### config.mk
export PLATFORM = sky130hd
export DESIGN_NAME = operand_fetch
export DESIGN_NICKNAME = d
export VERILOG_FILES = /design/src/rtl/operand_fetch.sv
export SDC_FILE = /design/constraint.sdc
export NUM_CORES = 1
export LEC_CHECK = 0
export ABC_AREA = 1
export CAP_MARGIN = 10
export CORE_MARGIN = 2
export CORE_UTILIZATION = 28
export DETAILED_ROUTE_END_ITERATION = 10
export DONT_BUFFER_PORTS = 1
export GPL_TIMING_DRIVEN = 0
export MAX_ROUTING_LAYER = met4
export SLEW_MARGIN = 30
export SYNTH_ARGS = -nofsm -noshare
export SYNTH_HDL_FRONTEND = slang
export SYNTH_SLANG_ARGS = --single-unit
### constraint.sdc
create_clock -name clk -period 3.51 [get_ports clk]
set_clock_uncertainty 0.2 [all_clocks]
set_input_delay 0.702 -clock clk [delete_from_list [all_inputs] [get_ports clk]]
set_output_delay 0.702 -clock clk [all_outputs]
set_load 0.01 [all_outputs]
### src/rtl/operand_fetch.sv
// operand_fetch: read-side sequencer for the 32x32 register file.
// Latches rs/rt/rd from decode, drives the file read addresses from the
// latched indices, captures A/B (with $0 and same-cycle writeback bypass),
// and holds them for execute under a valid/ready handshake.
//
// Handshake: a transfer happens on a rising edge where valid and ready are
// both high. in_ready is high only in IDLE. Once out_valid rises, out_a,
// out_b and the indices stay put until the consume edge, except for the
// optional writeback coherence updates while waiting.
module operand_fetch #(
    parameter int DW       = 32,
    parameter int AW       = 5,
    parameter bit COHERENT = 1'b1
) (
    input  logic          clk,
    input  logic          reset,
    input  logic          flush,
    input  logic          in_valid,
    output logic          in_ready,
    input  logic [AW-1:0] in_rs,
    input  logic [AW-1:0] in_rt,
    input  logic [AW-1:0] in_rd,
    output logic [AW-1:0] rf_rs,
    output logic [AW-1:0] rf_rt,
    input  logic [DW-1:0] rf_rs_data,
    input  logic [DW-1:0] rf_rt_data,
    input  logic          wb_we,
    input  logic [AW-1:0] wb_addr,
    input  logic [DW-1:0] wb_data,
    output logic          out_valid,
    input  logic          out_ready,
    output logic [DW-1:0] out_a,
    output logic [DW-1:0] out_b,
    output logic [AW-1:0] out_rs,
    output logic [AW-1:0] out_rt,
    output logic [AW-1:0] out_rd,
    output logic [1:0]    dbg_state
);

    typedef enum logic [1:0] {
        S_IDLE    = 2'd0,
        S_CAPTURE = 2'd1,
        S_VALID   = 2'd2
    } state_t;

    state_t        state_q;
    logic          in_ready_q;
    logic          out_valid_q;
    logic [DW-1:0] a_q;
    logic [DW-1:0] b_q;
    logic [AW-1:0] rs_q;
    logic [AW-1:0] rt_q;
    logic [AW-1:0] rd_q;

    logic          wb_live;
    logic          hit_rs;
    logic          hit_rt;
    logic [DW-1:0] a_d;
    logic [DW-1:0] b_d;

    // A writeback to $0 is discarded by the file, so it never counts as a hit.
    always_comb begin
        wb_live = wb_we && (wb_addr != '0);
        hit_rs  = wb_live && (wb_addr == rs_q);
        hit_rt  = wb_live && (wb_addr == rt_q);
    end

    // Capture value: $0 wins, then the in-flight writeback (the file only
    // sees it after this edge), then the file's combinational read data.
    always_comb begin
        a_d = rf_rs_data;
        b_d = rf_rt_data;
        if (rs_q == '0) begin
            a_d = '0;
        end else if (hit_rs) begin
            a_d = wb_data;
        end
        if (rt_q == '0) begin
            b_d = '0;
        end else if (hit_rt) begin
            b_d = wb_data;
        end
    end

    // Sequencer: state, handshake flags, latched indices and held operands.
    always_ff @(posedge clk or posedge reset) begin
        if (reset) begin
            state_q     <= S_IDLE;
            in_ready_q  <= 1'b1;
            out_valid_q <= 1'b0;
            a_q         <= '0;
            b_q         <= '0;
            rs_q        <= '0;
            rt_q        <= '0;
            rd_q        <= '0;
        end else if (flush) begin
            // Abort wins over accept/capture/consume; operands stay as they are.
            state_q     <= S_IDLE;
            in_ready_q  <= 1'b1;
            out_valid_q <= 1'b0;
        end else begin
            case (state_q)
                S_IDLE: begin
                    if (in_valid && in_ready_q) begin
                        rs_q       <= in_rs;
                        rt_q       <= in_rt;
                        rd_q       <= in_rd;
                        in_ready_q <= 1'b0;
                        state_q    <= S_CAPTURE;
                    end
                end
                S_CAPTURE: begin
                    a_q         <= a_d;
                    b_q         <= b_d;
                    out_valid_q <= 1'b1;
                    state_q     <= S_VALID;
                end
                S_VALID: begin
                    if (out_ready) begin
                        out_valid_q <= 1'b0;
                        in_ready_q  <= 1'b1;
                        state_q     <= S_IDLE;
                    end else if (COHERENT) begin
                        if (hit_rs) a_q <= wb_data;
                        if (hit_rt) b_q <= wb_data;
                    end
                end
                default: begin
                    out_valid_q <= 1'b0;
                    in_ready_q  <= 1'b1;
                    state_q     <= S_IDLE;
                end
            endcase
        end
    end

    assign in_ready  = in_ready_q;
    assign out_valid = out_valid_q;
    assign out_a     = a_q;
    assign out_b     = b_q;
    assign out_rs    = rs_q;
    assign out_rt    = rt_q;
    assign out_rd    = rd_q;
    assign rf_rs     = rs_q;
    assign rf_rt     = rt_q;
    assign dbg_state = state_q;

endmodule

# == Word-level counts from Yosys, hierarchy flattened ==
# Index checks and enable logic that the tools add are counted.
# totals
ff_bits,83
word_cells,56
# op_classes
eq_ne,11
muxes,21
bitwise_logic,1
reduce_logical,15
# ops
cell,n
32-bit 2-to-1 mux,8
32-bit one-hot mux with 2 select lines,2
5-bit equality test,2
5-bit zero test,2
"2-bit inequality test, second input constant",5
4-bit AND reduction,2
2-bit 2-to-1 mux,3
"3-bit inequality test, second input constant",2
1-bit one-hot mux with 3 select lines,2
2-bit one-hot mux with 3 select lines,1
3-bit AND reduction,2
1-bit 2-to-1 mux,5
5-bit nonzero test,1
1-bit logical AND,4
2-bit AND reduction,2
"2-bit by 1-bit equality test with 1-bit output, second input constant",1
"2-bit equality test, second input constant",1
2-bit zero test,1
2-bit nonzero test,1
1-bit NOT,1

# == Depth between registers and ports, before layout ==
# depth
depth_word,6
mapped_depth,13

# == Worst setup path before layout ==
# OpenSTA, ideal clock, no wires.
# synth_path
kind,input-to-reg
start,input port wb_addr[1]
end,"register a_q[0], in the netlist out_a[0]"
setup_ns,0.116
arrival_time_ns,1.567
setup_slack_ns,1.627
stages,12
path_buffers,2
path_cell_list,inv_2 -> nand2_1 -> nand2_1 -> nand2_1 -> nor2_1 -> nand3_2 -> buf_6 -> buf_2 -> nor2_1 -> nor2_1 -> nand2_1 -> nand2_1
# synth_between
elab_chain_cells,6
elab_cells_between_ends,9
classes_between,2 x eq/ne; 3 x mux; 4 x reduce/logical
# synth_rtl
element,line,source
from (decl),28,"input logic [AW-1:0] wb_addr,"
5-bit nonzero test,63,wb_live = wb_we && (wb_addr != '0);
1-bit logical AND,63,
1-bit logical AND *,64,hit_rs = wb_live && (wb_addr == rs_q);
32-bit 2-to-1 mux,75,end else if (hit_rs) begin
32-bit 2-to-1 mux,73,if (rs_q == '0) begin
32-bit one-hot mux with 2 select lines,102,case (state_q)
to (signal assigned),124,if (hit_rs) a_q <= wb_data;
to (decl),49,logic [DW-1:0] a_q;
# Every way passes the cells marked *; elsewhere a longest branch is shown, timed or not.
# A chain may end at the register's enable or synchronous reset.

# == Final worst setup path ==
# layout_path
start,"register state_q[0], in the netlist dbg_state[0]"
end,"register a_q[6], in the netlist out_a[6]"
# layout_between
elab_chain_cells,3
elab_cells_between_ends,7
classes_between,4 x eq/ne; 1 x mux; 2 x reduce/logical
# layout_rtl
element,line,source
from (decl),46,state_t state_q;
from (signal assigned),88,state_q <= S_IDLE;
from (signal assigned),98,state_q <= S_IDLE;
from (signal assigned),109,state_q <= S_CAPTURE;
2-bit equality test / 2-bit by 1-bit equality test with 1-bit output (equally long branches),102,
2-bit inequality test (no line) / 2-bit nonzero test (equally long branches),-,
4-bit AND reduction (no line),-,
# Parallel ways exist; a longest one is shown, timed or not.

==> run_results.csv <==
group,metric,value,unit
power_and_ir_drop,p_leak,3.706,nW
layout,area_growth,13.01,%
cts,clk_pin_slew,0.07,ns
synthesis,yosysTopAreaCellShare,39.22,%
synthesis,synth-xor-area-share,1.339,%
synthesis,synth.avg_cell_area,6.304,µm²
timing,layout_worst_path_cycle_share,70.24,%
power_and_ir_drop,switchingPower,2.212,mW
setup_path,worstReg2RegStart,"dbg_state[0]",
timing,tns,0,ns
synthesis,yosysWarnings,0,
synthesis,synth_top_area_cell,"dfrtp_1",
timing,worst_pin_slew,0.6933,ns
floorplanning,dieArea,0.01980,mm²
detailed_routing,vias_per_cell,4.509,
floorplanning,fp-row-count,49,
cts,cts_buffer_depth,2,
global_route,grt_pass1_vias,4921,
synthesis,synth-compound-area-share,1.004,%
layout,layout-drive-gt1-share,8.962,%
layout,most-common-layout-cells,"nand2_1, nor2_1, dfrtp_1",
floorplanning,coreArea,0.01815,mm²
cts,insertion_delay,0.34,ns
run_status,status,"complete, no violations",
global_route,antenna_found_initial,0,
cts,cts_setup_buffers,0,
layout,final_area,0.005913,mm²
cts,cts-root-buf,"clkbuf_16",
cts,cts.htree.levels,3,
layout,final_common_cell,"nand2_1",
detailed_routing,drt.antenna.violating_nets,0,
placement,dpl_cell_area,0.005552,mm²
setup_path,cp-endpoint,"out_a[6]",
placement,place_congestion,0.8238,
layout,fin_util,32.58,%
power_and_ir_drop,power_density,844.6,mW/mm²
floorplanning,io_pins,215,
timing,max_freq,405.6,MHz
synthesis,ys_ff_latch,83,
synthesis,synth_nets,955,
setup_path,critPathMaxFanout,10,
timing,relSlewSlack,53.78,%
layout,nets,968,
placement,port_buffers,0,
power_and_ir_drop,p_sw_share,44.28,%
power_and_ir_drop,finalPower,4.994,mW
synthesis,yosys-mux-area-fraction,3.013,%
cts,cts_tree,"done",
timing,min_period,2.465,ns
synthesis,synth_cells,830,
detailed_routing,vias,4856,
setup_path,end_kind,"flop",
setup_path,cp-start-kind,"flop",
global_route,grt_pass1_wl,27.46,mm
placement,post-dp-hpwl,12.92,mm
synthesis,syn_area,0.005233,mm²
floorplanning,start_util,28.83,%
floorplanning,fp.dieH,140.7,µm
worst_hold_path,hold_path_class,"in2reg",
synthesis,ys_types,24,
detailed_routing,postRouteWirelength,17.67,mm
setup_path,r2r-end,"out_a[6]",
timing,hold_ws,0.2896,ns
timing,hold_viol,0,
global_route,grt_max_degree,52,
detailed_routing,drtIter0Drc,209,
synthesis,synth_top_family_by_area,"simple AND/OR/NAND/NOR gates",
detailed_routing,wl_per_cell,16.41,µm
timing,slew_viol_final,0,
detailed_routing,met1_length,8.143,mm
power_and_ir_drop,pwr-share-seq,40.1,%
timing,rsz0062_at_grt,"no",
global_route,grt-ovfl-total,0,
setup_path,path_class,"reg2reg",
detailed_routing,dr.pass1.iters,6,
synthesis,synthAdderAreaFrac,0.7174,%
job,max-cap-violations,0,
cts,cts_resized,0,
floorplanning,dieWidth,140.7,µm
setup_path,reg2reg_slack,1.04,ns
cts,clock_sinks,83,
detailed_routing,wl_met2,8.207,mm
power_and_ir_drop,p_clk_share,23.0,%
synthesis,synth-simple-area-share,42.56,%
setup_path,worstPathRequired,3.59,ns
detailed_routing,wl_met3,1.143,mm
global_route,grtUsageTotal,18.43,%
synthesis,seq_area_frac_synth,39.72,%
timing,setup_viol,0,
detailed_routing,drcViolationCount,0,
detailed_routing,maxUsedRoutingLayer,"met4",
power_and_ir_drop,p_comb_share,36.9,%
power_and_ir_drop,peakVddDrop,0.3093,mV
setup_path,startpoint,"dbg_state[0]",
setup_path,arrival,2.55,ns
layout,antenna_cells,0,
power_and_ir_drop,intPower,2.783,mW
cts,ctsHoldBuffers,1,
worst_hold_path,min_from,"in_rs[4]",
synthesis,synthTopCellsByArea,"dfrtp_1, nand2_1, nor2_1",
setup_path,rr_worst_depth,11,
cts,cts-buffers-inserted,9,
==> state kept, by name, summed over array words and instances, names as in the netlist <==
signal     count
dbg_state      2
in_ready       1
out_a         32
out_b         32
out_rd         5
out_rs         5
out_rt         5
out_valid      1
==> how the worst min path moves through the flow <==
stage                            to  slack [ns]  cells past startpoint
after floorplan            out_a[0]        0.32                      2
after global placement     out_a[9]        0.33                      2
after detailed placement   out_b[9]        0.33                      2
after CTS                 out_rs[4]        0.27                      1
after global routing      out_rs[4]        0.27                      1
final                     out_rs[4]        0.29                      1
==> synthesized netlist by cell type <==
cell      instances
nand2_1         434
nor2_1          145
dfrtp_1          82
inv_1            77
buf_2            19
buf_4            13
buf_6             8
mux2_1            7
mux2_2            7
xor2_1            6
a21oi_1           5
buf_1             4
clkbuf_1          3
ha_1              3
inv_2             3
nand2_2           3
nand3_2           2
o21ai_0           2
xnor2_1           2
a211oi_2          1
dfstp_2           1
nand3_1           1
nor3_2            1
o21ai_1           1
==> power by group through the flow <==
stage	Clock, mW	Combinational, mW	Sequential (mW)
finish	1.15	1.84	2.01
global route	1.22	2.17	2.06
CTS	1.19	1.88	2.02
detailed placement	0	1.87	2.03
global placement	0	1.83	2.03
floorplan	0	1.43	1.88
==> worst max-delay path: stages, from the launching register on <==
cell and delay, ns:
dfrtp_1 0.42, inv_1 0.10, ha_1 0.20, buf_2 0.21
inv_2 0.12, o21ai_0 0.08, inv_1 0.21, buf_1 0.51
nand2_1 0.13, nand2_1 0.10, nand2_1 0.06, nand2_1 0.05
==> cells by family after synthesis <==
logic type | count (synthesis)
compound gates | 9
xor+xnor | 8
fa+ha+maj | 3
buf+inv | 127
flops | 83
mux | 14
simple gates | 586
==> routing by layer <==
| layer | vias to the layer above | GRT usage, % |
|---|---|---|
| li1 | 2452 | - |
| met1 | 2235 | 23.49 |
| met2 | 159 | 29.50 |
| met3 | 10 | 4.280 |
| met4 | 0 | 5.053 |
| met5 | - | - |
==> final cells by class <==
class	count	area (µm²)
timing repair buffer	2	37.54
clock inverter	6	112.6
inverter	80	305.3
fill	2028	12230
clock buffer	10	239.0
tap	229	286.5
buffer	47	309.0
multi-input combinational	620	2545
sequential	83	2078
==> through the flow <==
stage,cells,worst slack (ns)
3_5_place_dp,1060,0.9843
3_3_place_gp,1059,-0.7966
2_1_floorplan,830,0.4729
5_1_grt,1077,0.7407
4_1_cts,1077,0.9789
6_report,1077,1.045
Power figures use the tool's default switching activity.
